`config.mk`:
```
export PLATFORM = sky130hd
export DESIGN_NAME = uart_tx_fifo
export DESIGN_NICKNAME = d
export VERILOG_FILES = /design/src/rtl/uart_tx_fifo.sv
export SDC_FILE = /design/constraint.sdc
export NUM_CORES = 1
export LEC_CHECK = 0
export BUFFER_PORTS_ARGS = -buffer_cell sky130_fd_sc_hd__buf_2
export CORE_MARGIN = 2
export CORE_UTILIZATION = 35
export DETAILED_ROUTE_END_ITERATION = 8
export GPL_TIMING_DRIVEN = 0
export PLACE_DENSITY = 0.63
export SLEW_MARGIN = 20
export SYNTH_ARGS = -nofsm -noshare
export SYNTH_HDL_FRONTEND = slang
export SYNTH_SLANG_ARGS = --single-unit
```
`constraint.sdc`:
```
create_clock -name clk -period 6.8 [get_ports clk]
set_input_delay 0.34 -clock clk [delete_from_list [all_inputs] [get_ports clk]]
set_output_delay 0.34 -clock clk [all_outputs]
set_load 0.02 [all_outputs]
```
`src/rtl/uart_tx_fifo.sv`:
```
// Buffered 8N1 UART transmitter: a small circular FIFO absorbs core writes and a
// baud-rate FSM shifts each byte out LSB first on TXD, which idles high.
module uart_tx_fifo #(
    parameter int CLKS_PER_BIT = 434,
    parameter int FIFO_DEPTH   = 4
) (
    input  logic                          clk,
    input  logic                          reset,
    input  logic                          wr_en,
    input  logic [7:0]                    wr_data,
    input  logic                          clr_ovf,
    output logic                          full,
    output logic [$clog2(FIFO_DEPTH):0]   level,
    output logic                          overflow,
    output logic                          tx_idle,
    output logic                          TXD
);

    localparam int PW = $clog2(FIFO_DEPTH);
    localparam int CW = $clog2(FIFO_DEPTH) + 1;
    localparam int BW = $clog2(CLKS_PER_BIT);

    localparam logic [PW-1:0] PTR_ZERO  = {PW{1'b0}};
    localparam logic [PW-1:0] PTR_ONE   = PW'(1);
    localparam logic [CW-1:0] CNT_ZERO  = {CW{1'b0}};
    localparam logic [CW-1:0] CNT_ONE   = CW'(1);
    localparam logic [CW-1:0] CNT_FULL  = CW'(FIFO_DEPTH);
    localparam logic [BW-1:0] BAUD_ZERO = {BW{1'b0}};
    localparam logic [BW-1:0] BAUD_ONE  = BW'(1);
    localparam logic [BW-1:0] BAUD_LAST = BW'(CLKS_PER_BIT - 1);

    typedef enum logic [1:0] {
        S_IDLE  = 2'd0,
        S_START = 2'd1,
        S_DATA  = 2'd2,
        S_STOP  = 2'd3
    } state_t;

    logic [7:0]    mem_q [FIFO_DEPTH];
    logic [PW-1:0] rd_ptr_q, rd_ptr_d;
    logic [PW-1:0] wr_ptr_q, wr_ptr_d;
    logic [CW-1:0] count_q, count_d;
    logic          full_q, full_d;
    logic          ovf_q, ovf_d;
    state_t        state_q, state_d;
    logic [BW-1:0] baud_q, baud_d;
    logic [2:0]    bit_q, bit_d;
    logic [7:0]    sh_q, sh_d;
    logic          txd_q, txd_d;
    logic          idle_q, idle_d;
    logic          push_s, pop_s, drop_s;

    // FIFO bookkeeping: push/pop decisions, occupancy, pointers and sticky overflow
    always_comb begin
        push_s   = wr_en && !full_q;
        drop_s   = wr_en && full_q;
        pop_s    = (state_q == S_IDLE) && (count_q != CNT_ZERO);
        rd_ptr_d = pop_s  ? (rd_ptr_q + PTR_ONE) : rd_ptr_q;
        wr_ptr_d = push_s ? (wr_ptr_q + PTR_ONE) : wr_ptr_q;
        case ({push_s, pop_s})
            2'b10:   count_d = count_q + CNT_ONE;
            2'b01:   count_d = count_q - CNT_ONE;
            default: count_d = count_q;
        endcase
        full_d = (count_d == CNT_FULL);
        // A dropped write outranks a simultaneous clear so no overflow is ever lost
        if (drop_s) begin
            ovf_d = 1'b1;
        end else if (clr_ovf) begin
            ovf_d = 1'b0;
        end else begin
            ovf_d = ovf_q;
        end
    end

    // Serialiser next-state; TXD is driven from the pre-edge state, one cycle behind it
    always_comb begin
        state_d = state_q;
        baud_d  = baud_q;
        bit_d   = bit_q;
        sh_d    = sh_q;
        txd_d   = 1'b1;
        case (state_q)
            S_IDLE: begin
                txd_d = 1'b1;
                if (pop_s) begin
                    sh_d    = mem_q[rd_ptr_q];
                    baud_d  = BAUD_ZERO;
                    state_d = S_START;
                end else begin
                    state_d = S_IDLE;
                end
            end
            S_START: begin
                txd_d = 1'b0;
                if (baud_q == BAUD_LAST) begin
                    baud_d  = BAUD_ZERO;
                    bit_d   = 3'd0;
                    state_d = S_DATA;
                end else begin
                    baud_d  = baud_q + BAUD_ONE;
                end
            end
            S_DATA: begin
                txd_d = sh_q[0];
                if (baud_q == BAUD_LAST) begin
                    baud_d = BAUD_ZERO;
                    sh_d   = {1'b0, sh_q[7:1]};
                    if (bit_q == 3'd7) begin
                        state_d = S_STOP;
                    end else begin
                        bit_d = bit_q + 3'd1;
                    end
                end else begin
                    baud_d = baud_q + BAUD_ONE;
                end
            end
            S_STOP: begin
                txd_d = 1'b1;
                if (baud_q == BAUD_LAST) begin
                    baud_d  = BAUD_ZERO;
                    state_d = S_IDLE;
                end else begin
                    baud_d  = baud_q + BAUD_ONE;
                end
            end
            default: begin
                txd_d   = 1'b1;
                state_d = S_IDLE;
            end
        endcase
        idle_d = (count_d == CNT_ZERO) && (state_d == S_IDLE);
    end

    // FIFO storage; contents need no reset because the count guards every read
    always_ff @(posedge clk) begin
        if (push_s) begin
            mem_q[wr_ptr_q] <= wr_data;
        end
    end

    // Control and output registers
    always_ff @(posedge clk) begin
        if (reset) begin
            rd_ptr_q <= PTR_ZERO;
            wr_ptr_q <= PTR_ZERO;
            count_q  <= CNT_ZERO;
            full_q   <= 1'b0;
            ovf_q    <= 1'b0;
            state_q  <= S_IDLE;
            baud_q   <= BAUD_ZERO;
            bit_q    <= 3'd0;
            sh_q     <= 8'h00;
            txd_q    <= 1'b1;
            idle_q   <= 1'b1;
        end else begin
            rd_ptr_q <= rd_ptr_d;
            wr_ptr_q <= wr_ptr_d;
            count_q  <= count_d;
            full_q   <= full_d;
            ovf_q    <= ovf_d;
            state_q  <= state_d;
            baud_q   <= baud_d;
            bit_q    <= bit_d;
            sh_q     <= sh_d;
            txd_q    <= txd_d;
            idle_q   <= idle_d;
        end
    end

    assign full     = full_q;
    assign level    = count_q;
    assign overflow = ovf_q;
    assign tx_idle  = idle_q;
    assign TXD      = txd_q;

endmodule

```
== After elaboration in Yosys (flattened, before gate mapping) ==
Memory sizes are Yosys's and may differ from the RTL's. A register that Yosys moved wholly into a read port is not among the register bits.
Cells that the tools add are included.

* Register bits after elaboration: 33
* Memory bits (writable): 32
* Bits of input ports: 12
* Output and inout bits: 7
* Word-level logic and storage cells: 70
* Memories kept: 1

{| class="wikitable"
|+ Memory list
! memory !! words !! width !! rd ports !! clocked after Yosys merged registers in !! write ports !! line !! source
|-
| mem_q || 4 || 8 || 1 || 1 || 1 || 39 || <nowiki>logic [7:0] mem_q [FIFO_DEPTH];</nowiki>
|}

* Add/sub/neg operators: 6
* Equality and inequality tests: 12
* Multiplexer cells: 24
* Reductions and logical operators: 16

{| class="wikitable"
|+ Operators by type and width
! operator !! number
|-
| two-way mux 9 bit || 2
|-
| case mux 9 bit (2 select lines) || 1
|-
| two-way mux 8 bit || 2
|-
| case mux 8 bit (2 select lines) || 1
|-
| two-way mux 2 bit || 6
|-
| case mux 3 bit (2 select lines) || 2
|-
| adder 9 x 1 -> 9 bit (second input constant) || 1
|-
| equality test 9 bit (second input constant) || 1
|-
| two-way mux 3 bit || 3
|-
| != test 2 bit (second input constant) || 4
|-
| case mux 2 bit (4 select lines) || 1
|-
| adder 3 x 1 -> 3 bit (second input constant) || 2
|-
| equality test 2 bit (second input constant) || 3
|-
| equality test 3 bit (second input constant) || 2
|-
| nonzero test 2 bit || 3
|-
| two-way mux 1 bit || 5
|-
| adder 2 x 1 -> 2 bit (second input constant) || 2
|-
| equality test 2 x 1 -> 1 bit (second input constant) || 2
|-
| logical AND 1 bit || 4
|-
| zero test 2 bit || 2
|-
| AND reduction 4 bit || 1
|-
| zero test 3 bit || 1
|-
| case mux 1 bit (3 select lines) || 1
|-
| AND reduction 3 bit || 1
|-
| 5 further kinds || 5
|}

== Depth between registers and ports, before layout ==
Gate-level depths: netlist of run 1.

* Word-level depth: 6
* Gate-level depth with buffers: 11
* Mapped depth without buffers: 10

== Worst setup path after synthesis of run 1 ==
No wires, ideal clock.

* Path type: register -> register
* Start point: reg state_q[0]
* End point: reg idle_q (netlist: tx_idle)
* Library setup time: 0.130 ns
* Arrival: 2.303 ns
* Data required time: 6.670 ns
* Slack: 4.367 ns
* Stages on the path, launching flop included: 12
* Buffers on the path: 1
* Clock period less this slack: 2.433 ns
* Cells stage by stage: dfxtp_1 inv_1 ha_1 clkbuf_1 o31a_2 ha_1 inv_1 fa_1 xor2_1 xor2_1 a221oi_1 nor3_1

* Word-level cells in the longest chain between the ends: 6
* Elaborated cells between the ends (all ways): 17
* Those cells by class: 5 x eq/ne; 7 x mux; 5 x reduce/logical

{| class="wikitable"
|+ RTL lines
! element !! line !! source
|-
| start: declaration || 45 || <nowiki>state_t state_q, state_d;</nowiki>
|-
| start signal: assignment || 162 || <nowiki>state_q <= state_d;</nowiki>
|-
| zero test 2 bit * || 57 || <nowiki>pop_s = (state_q == S_IDLE) && (count_q != CNT_ZERO);</nowiki>
|-
| logical AND 1 bit * || 57 ||
|-
| named net pop_s || 51 || <nowiki>logic push_s, pop_s, drop_s;</nowiki>
|-
| equality test 2 x 1 -> 1 bit (tied with other cells) || 60 || <nowiki>case ({push_s, pop_s})</nowiki>
|-
| case mux 3 bit (2 select lines) / case mux 2 bit (4 select lines) (equally long branches) || 60, 83 ||
|-
| zero test 3 bit / zero test 2 bit (equally long branches) || 132 || <nowiki>idle_d = (count_d == CNT_ZERO) && (state_d == S_IDLE);</nowiki>
|-
| logical AND 1 bit * || 132 ||
|-
| end signal: assignment || 167 || <nowiki>idle_q <= idle_d;</nowiki>
|-
| end: declaration || 50 || <nowiki>logic idle_q, idle_d;</nowiki>
|}

Mark *: on every way through the listed nets, which the timed path passes. The rest lies on a longest branch.
A chain may end at the register's enable or synchronous reset.

== Final worst setup path of run 1 ==
Ends and elaborated chain as after synthesis.

==> results by group, run 1 <==
Place
  – PortBufs: 17
  – DP HPWL: ~3700 um
  – RePlAce Congestion: between 0.7 and 0.8

Finish
  – Layout cells sized above 1: 0.231
  – Area growth, synth to finish: 14.6%
  – Final Core Density: 0.407
  – Fin nets: between 300 and 400
  – N_diodes: 0

Logic synthesis
  – Sequential area share after synthesis: 0.545
  – Avg Inst Size Synth: 12.3 sq um
  – Post-synth EDFFs: 32
  – #FFs+latches synth: 67
  – Unique cell type count in the Yosys netlist: 52
  – FFs w/ async S/R, synth: 0
  – Mapped Cells: 248
  – Syn nets: 274
  – Mapped Area: 3050 sq um
  – Top_reg_cell synth: dfxtp_1
  – Total number of yosys warnings: 0

Worst setup path
  – CP bufs+invs: 3
  – Reg2Reg Setup Slack: 3.94 ns
  – Instance count on the critical path: 11
  – Setup CP Type: reg2reg
  – R2r endpoint: tx_idle
  – Critical Path, Cell by Cell: inv_1 > ha_1 > clkbuf_1 > o31a_2 > ha_1 > inv_1 > fa_1 > xor2_1 > xor2_1 > a221oi_1 > nor3_1
  – Startpoint types: flip-flop
  – Worst setup EP type: flip-flop
  – Max incr delay on CP: 0.45 ns
  – Critical path's top delay family: adder cells
  – Depth of the worst register-to-register path: 11
  – CP Max Fanout: 10
  – WP data required: between 7 and 8 ns
  – R2R Path Start: state_q[0]
  – Crit path from: state_q[0]
  – Worst setup path end: tx_idle
  – Critical Path AT: slightly above 3 ns
  – Cell with the largest stage delay on the worst path: clkbuf_1

Detailed routing
  – DRC: 0
  – Post-route ant nets: 0
  – Top Layer Used: met4
  – Post-detailed-route via-to-cell ratio: ~5
  – WL final: between 5000 and 6000 um
  – Met2 WL post-DR: 2570 um
  – Metal1 wirelength: approximately 2600 um
  – Met3 routed WL: 125 um
  – Vias: between 1500 and 2000
  – WL per Instance: 13.9 um
  – 1st-iter DRT viols: 91
  – First-pass DRT Iterations: 4

Clock network
  – Post-CTS Hold Buffers: 0
  – Post-CTS Setup Inserts: 0
  – Worst skew pair latency: about 0.35 ns
  – H-Tree Depth: 3
  – Clock buffer depth: 2
  – CTS tree: built
  – CTS Buf Count: 9
  – CTS root buffer: clkbuf_8
  – Clock sinks: 67
  – Post-CTS Resized: 0
  – CTS clock-pin slew for the worst setup and hold paths: 0.08 ns

Floorplanning
  – Core Rows: 34
  – Core area: 8590 sq um
  – Ports: 19
  – Die Y: between 90 and 100 um
  – Die area: 9480 sq um
  – Die X-Extent: 97.4 um
  – Initial core utilization: 0.355

Pwr
  – Sequential power share: 0.384
  – P per Cell Area: 404 nW/um^2
  – LEAKAGE: 1.29 nW
  – Clk pwr share: 0.264
  – P_sw: 0.477 mW
  – Tot Pwr: 1.41 mW
  – Worst IR Drop VDD: approximately 0.00017 V
  – Switching share of power: 0.338
  – Logic pwr share: 0.351
  – Internal: 0.935 mW

Job
  – Max Cap Viol: 0

GRT
  – Vias in the first global route: approximately 1900
  – First-pass GRT wire length: 9280 um
  – Initial antenna violation count: 0
  – GRT Util Overall: 0.124
  – Largest net degree at the start of global routing: 14
  – Overflow after GRT: 0

STA
  – Worst slew pin tran: 0.604 ns
  – Clk_skew: about 0.0070 ns
  – Final period util: 0.420
  – RSZ-0062 raised after global routing: no
  – Setup TNS Final: 0 ns
  – Max-slew headroom: 0.596
  – Max-slew violation count: 0
  – Final Hold Fails: 0
  – Final Hold Slack: between 0.2 and 0.25 ns
  – Post-route minimum period: 2.86 ns
  – Final setup viols: 0
  – F_max: 350 MHz

Status
  – Status: finished clean

Min path
  – Worst hold path type: in2reg
[layer usage]
metal  global-route usage  vias to the layer above
met4               0.0609                        0
met3               0.0374                        7
li1                     -                      973
met5                    0                        -
met2                0.194                       16
met1                0.158                      933
[Yosys cell counts (all sizes together) (2+ instances only)]
master / n / area [sq um]
nand2: 9 / 33.8
mux2i: 10 / 100
edfxtp: 32 / 961
xnor2: 3 / 26.3
a21oi: 11 / 66.3
nor2: 30 / 135
a31oi: 2 / 12.5
mux4: 8 / 180
dfxtp: 35 / 701
nand2b: 2 / 12.5
nor3: 6 / 30.0
a311oi: 4 / 35.0
nand4: 2 / 12.5
clkbuf: 8 / 30.0
o21ai: 6 / 41.3
a22oi: 3 / 22.5
a221oi: 9 / 85.1
a211oi: 2 / 15.0
ha: 13 / 163
xor2: 4 / 35.0
inv: 12 / 45.0
nand3: 5 / 25.0
and3: 2 / 17.5
buf: 8 / 61.3
o31a: 2 / 18.8
and2: 4 / 25.0
[cells by family after synthesis]
logic type,count (synthesis),share of synthesized area
buffers and inverters,28,0.0447
xor gates and xnor gates,7,0.0201
DFF,67,0.545
and+or+nand+nor,70,0.128
adders and majority gates,14,0.0599
AOI/OAI and AO/OA,44,0.111
muxes,18,0.0919
[state kept, by name, indices dropped and copies added, names as in the netlist, named ones only]
signal,flops
wr_ptr_q,2
overflow,1
level,3
state_q,2
full,1
mem_q,32
baud_q,9
TXD,1
sh_q,8
bit_q,3
tx_idle,1
rd_ptr_q,2
[how the worst min path moves through the flow]
stage | cells after the start | from | to
after floorplan | 2 | sh_q[7] | sh_q[7]
after global placement | 2 | sh_q[7] | sh_q[7]
after detailed placement | 2 | sh_q[7] | sh_q[7]
after CTS | 1 | wr_data[5] | mem_q[2][5]
after global routing | 1 | wr_data[3] | mem_q[1][3]
final | 1 | wr_data[5] | mem_q[2][5]
[cell usage in the layout, fill, tap and decap left out, types with 2 or more instances in the layout]
cell type / count
nand2_1: 9
o21ai_0: 5
a311oi_1: 4
ha_1: 13
a211oi_1: 2
buf_2: 21
a31oi_1: 2
dfxtp_1: 35
and2_1: 4
nor2_2: 6
inv_1: 11
clkbuf_1: 8
a22oi_1: 3
xnor2_1: 3
mux4_2: 8
nor3_1: 6
bufinv_16: 2
a221oi_1: 8
clkinv_4: 3
buf_6: 3
nand3_1: 5
nand2b_1: 2
nor2_1: 23
a21oi_1: 10
xor2_1: 4
clkbuf_8: 9
nand4_1: 2
mux2i_1: 10
edfxtp_1: 32
[power groups by stage]
stage	logic, mW	registers (mW)	clock network (mW)
floorplan	0.387	0.562	0
global placement	0.494	0.551	0
detailed placement	0.501	0.553	0
CTS	0.503	0.544	0.384
global route	0.555	0.552	0.399
finish	0.496	0.543	0.373
[stage by stage]
| step | setup slack (ns) | instances | cell area (sq um) |
|---|---|---|---|
| 2_1_floorplan | 4.37 | 248 | 3050 |
| 3_3_place_gp | 3.99 | 373 | 3270 |
| 3_5_place_dp | 3.94 | 373 | 3270 |
| 4_1_cts | 3.93 | 389 | 3500 |
| 5_1_grt | 3.73 | 389 | 3500 |
| 6_report | 3.94 | 389 | 3500 |
[cell type report]
cell class	instances	area, sq um
flip-flops and latches	67	1660
multi-input cells	153	1250
plain buffers	16	91.3
fillers	843	5100
clock buffers	9	124
clock inverters	7	101
repair buffers	17	85.1
inverters	12	45.0
well taps	108	135
Note: power is estimated with default switching activity, not from simulation.
==> run 2: changes to the inputs <==
==> constraint.sdc (replaced) <==
create_clock -name clk -period 2.8 [get_ports clk]
set_input_delay 0.14 -clock clk [delete_from_list [all_inputs] [get_ports clk]]
set_output_delay 0.14 -clock clk [all_outputs]
set_load 0.02 [all_outputs]
==> run 2 against run 1 <==
Net effect: total power up 140%; clock skew about the same; largest power group unchanged; via count up 1.6%; register-to-register slack worse by 3.7 ns; critical endpoint unchanged.
==> results by group, run 2 (same netlist as run 1, synthesis figures left out) <==
Status
  – Status: finished clean

Place
  – RePlAce Congestion: 0.739
  – Dpl cell area: 3270 sq um
  – PortBufs: 17
  – DP HPWL: 3680 um

GRT
  – Vias in the first global route: 1886
  – First-pass GRT wire length: 9350 um
  – Grt met1 use: 0.159
  – Overflow after GRT: 0
  – Met2 Resource Use GR: 0.196
  – Initial antenna violation count: 0
  – Met3 GRT Util: 0.0374
  – Largest net degree at the start of global routing: 14
  – GRT Util Overall: 0.125
  – Gr busiest metal: met2

Worst setup path
  – Cell with the largest stage delay on the worst path: fa_1
  – Critical Path, Cell by Cell: inv_1 > ha_1 > buf_2 > o31a_2 > ha_1 > inv_1 > fa_1 > xor2_1 > xor2_1 > a221oi_1 > nor3_1
  – CP Max Fanout: 10
  – Max incr delay on CP: 0.37 ns
  – Critical Path AT: about 2.8 ns
  – Setup CP Type: reg2reg
  – Worst setup EP type: flip-flop
  – Startpoint types: flip-flop
  – WP data required: 3.02 ns

Finish
  – Top reg by flops: mem_q
  – Layout cells sized above 1: 0.231
  – Largest registers: mem_q: 32 flops, baud_q: 9 flops, sh_q: 8 flops
  – Commonest cells after routing, fill and taps aside: dfxtp_1, edfxtp_1, nor2_1, buf_2, ha_1
  – Area growth, synth to finish: 16.3%
  – N_diodes: 0
  – Max FFs per register: 32
  – Final Instance Area: 3550 sq um
  – Fin nets: around 300
  – Commonest non-fill, non-tap cell in the layout: dfxtp_1

STA
  – Final setup viols: 0
  – Post-route minimum period: between 2 and 3 ns
  – Max-slew violation count: 0
  – Worst slew pin tran: about 0.6 ns
  – Final period util: 0.931
  – RSZ-0062 raised after global routing: no
  – Max-slew headroom: 0.595
  – Clk_skew: 0.00707 ns
  – Final Hold Slack: between 0.015 and 0.02 ns
  – Final Hold Fails: 0
  – F_max: 384 MHz

Clock network
  – Worst skew pair latency: 0.35 ns
  – Clock sinks: 67
  – CTS tree: built
  – Post-CTS Setup Inserts: 0
  – H-Tree Depth: 3
  – CTS clock-pin slew for the worst setup and hold paths: 0.08 ns
  – CTS root buffer: clkbuf_8
  – Clock buffer depth: 2
  – CTS Buf Count: 9

Pwr
  – LEAKAGE: between 1 and 1.5 nW
  – P per Cell Area: between 900 and 1000 nW/um^2
  – Worst IR Drop VDD: 0.000413 V

Detailed routing
  – Vias: 1960
  – First-pass DRT Iterations: 4
  – DRC: 0
  – WL per Instance: 13.8 um
  – Post-detailed-route via-to-cell ratio: between 4 and 5
  – WL final: between 5000 and 6000 um
  – 1st-iter DRT viols: 115
  – Post-route ant nets: 0

Min path
  – Worst hold path type: in2reg

Floorplanning
  – Core area: between 8000 and 9000 sq um
  – Ports: 19
  – Core Rows: 34
  – Die X-Extent: 97.4 um
  – Die Y: 97.4 um
  – Die area: 9480 sq um
  – Initial core utilization: 0.355

Job
  – Max Cap Viol: 0
## run 2: cell count changes in the layout (fill, tap and decap cells not counted)
cell,before,now
dlygate4sd3_1,0,5
buf_2,21,22
clkbuf_1,8,7
## run 2: cell type report
| class | instances | area, sq um |
|---|---|---|
| buffer | 16 | 92.6 |
| clock inverter | 7 | 101 |
| fill | 840 | 5050 |
| clock buffer | 9 | 124 |
| timing repair buffer | 22 | 135 |
| sequential | 67 | 1660 |
| multi-input combinational | 153 | 1250 |
| tap | 108 | 135 |
| inverter | 12 | 45.0 |
## run 2: path summary, 6_finish.rpt
| kind | startpoint | endpoint | slack (ns) | cells past startpoint |
|---|---|---|---|---|
| min | wr_data[1] | mem_q[2][1] | 0.02 | 1 |
| max reg2reg | state_q[0] | tx_idle | 0.19 | 11 |
| min reg2reg | overflow | overflow | 0.47 | 2 |
| max | state_q[0] | tx_idle | 0.19 | 11 |
## run 2: worst max-delay path: cells and delay by family (launching register included)
family                   cells  cell delay (ns)
XOR/XNOR                     2             0.31
AO/OA/AOI/OAI                2             0.54
buffers and inverters        3             0.42
AND/OR/NAND/NOR              1             0.09
adder cells (fa/ha/maj)      3             0.76
flip-flops                   1             0.36
## run 2: repair_timing
| item | CTS | global route |
|---|---|---|
| gates resized for setup | 1 | 1 |
| hold buffers | 5 | 0 |
| endpoints found under the hold margin | 20 | 0 |
| endpoints found under the setup margin | 1 | 1 |
## run 2: routing by layer
layer	part of all wire	wire length (um)
met1	0.48	2580
met2	0.48	2590
met3	0.027	147
met4	0.020	108
met5	0	0
## run 2: power by group
part,total [mW],switching (mW),internal [mW]
logic,1.21,0.656,0.557
clock network,0.907,0.398,0.509
registers,1.32,0.107,1.21
total,3.44,1.16,2.28
## run 2: stage by stage
| stage | TNS, ns | setup WS, ns | std cells | utilization | power (mW) |
|---|---|---|---|---|---|
| after floorplan | 0 | 0.367 | 248 | - | 2.31 |
| after CTS | 0 | 0.159 | 394 | 0.413 | 3.48 |
| final | 0 | 0.193 | 394 | 0.413 | 3.44 |
| after global routing | 0 | 0.0101 | 394 | 0.413 | 3.66 |
| after global placement | -0.00539 | -0.00539 | 373 | 0.381 | 2.54 |
| after detailed placement | -0.0565 | -0.0565 | 373 | 0.381 | 2.56 |
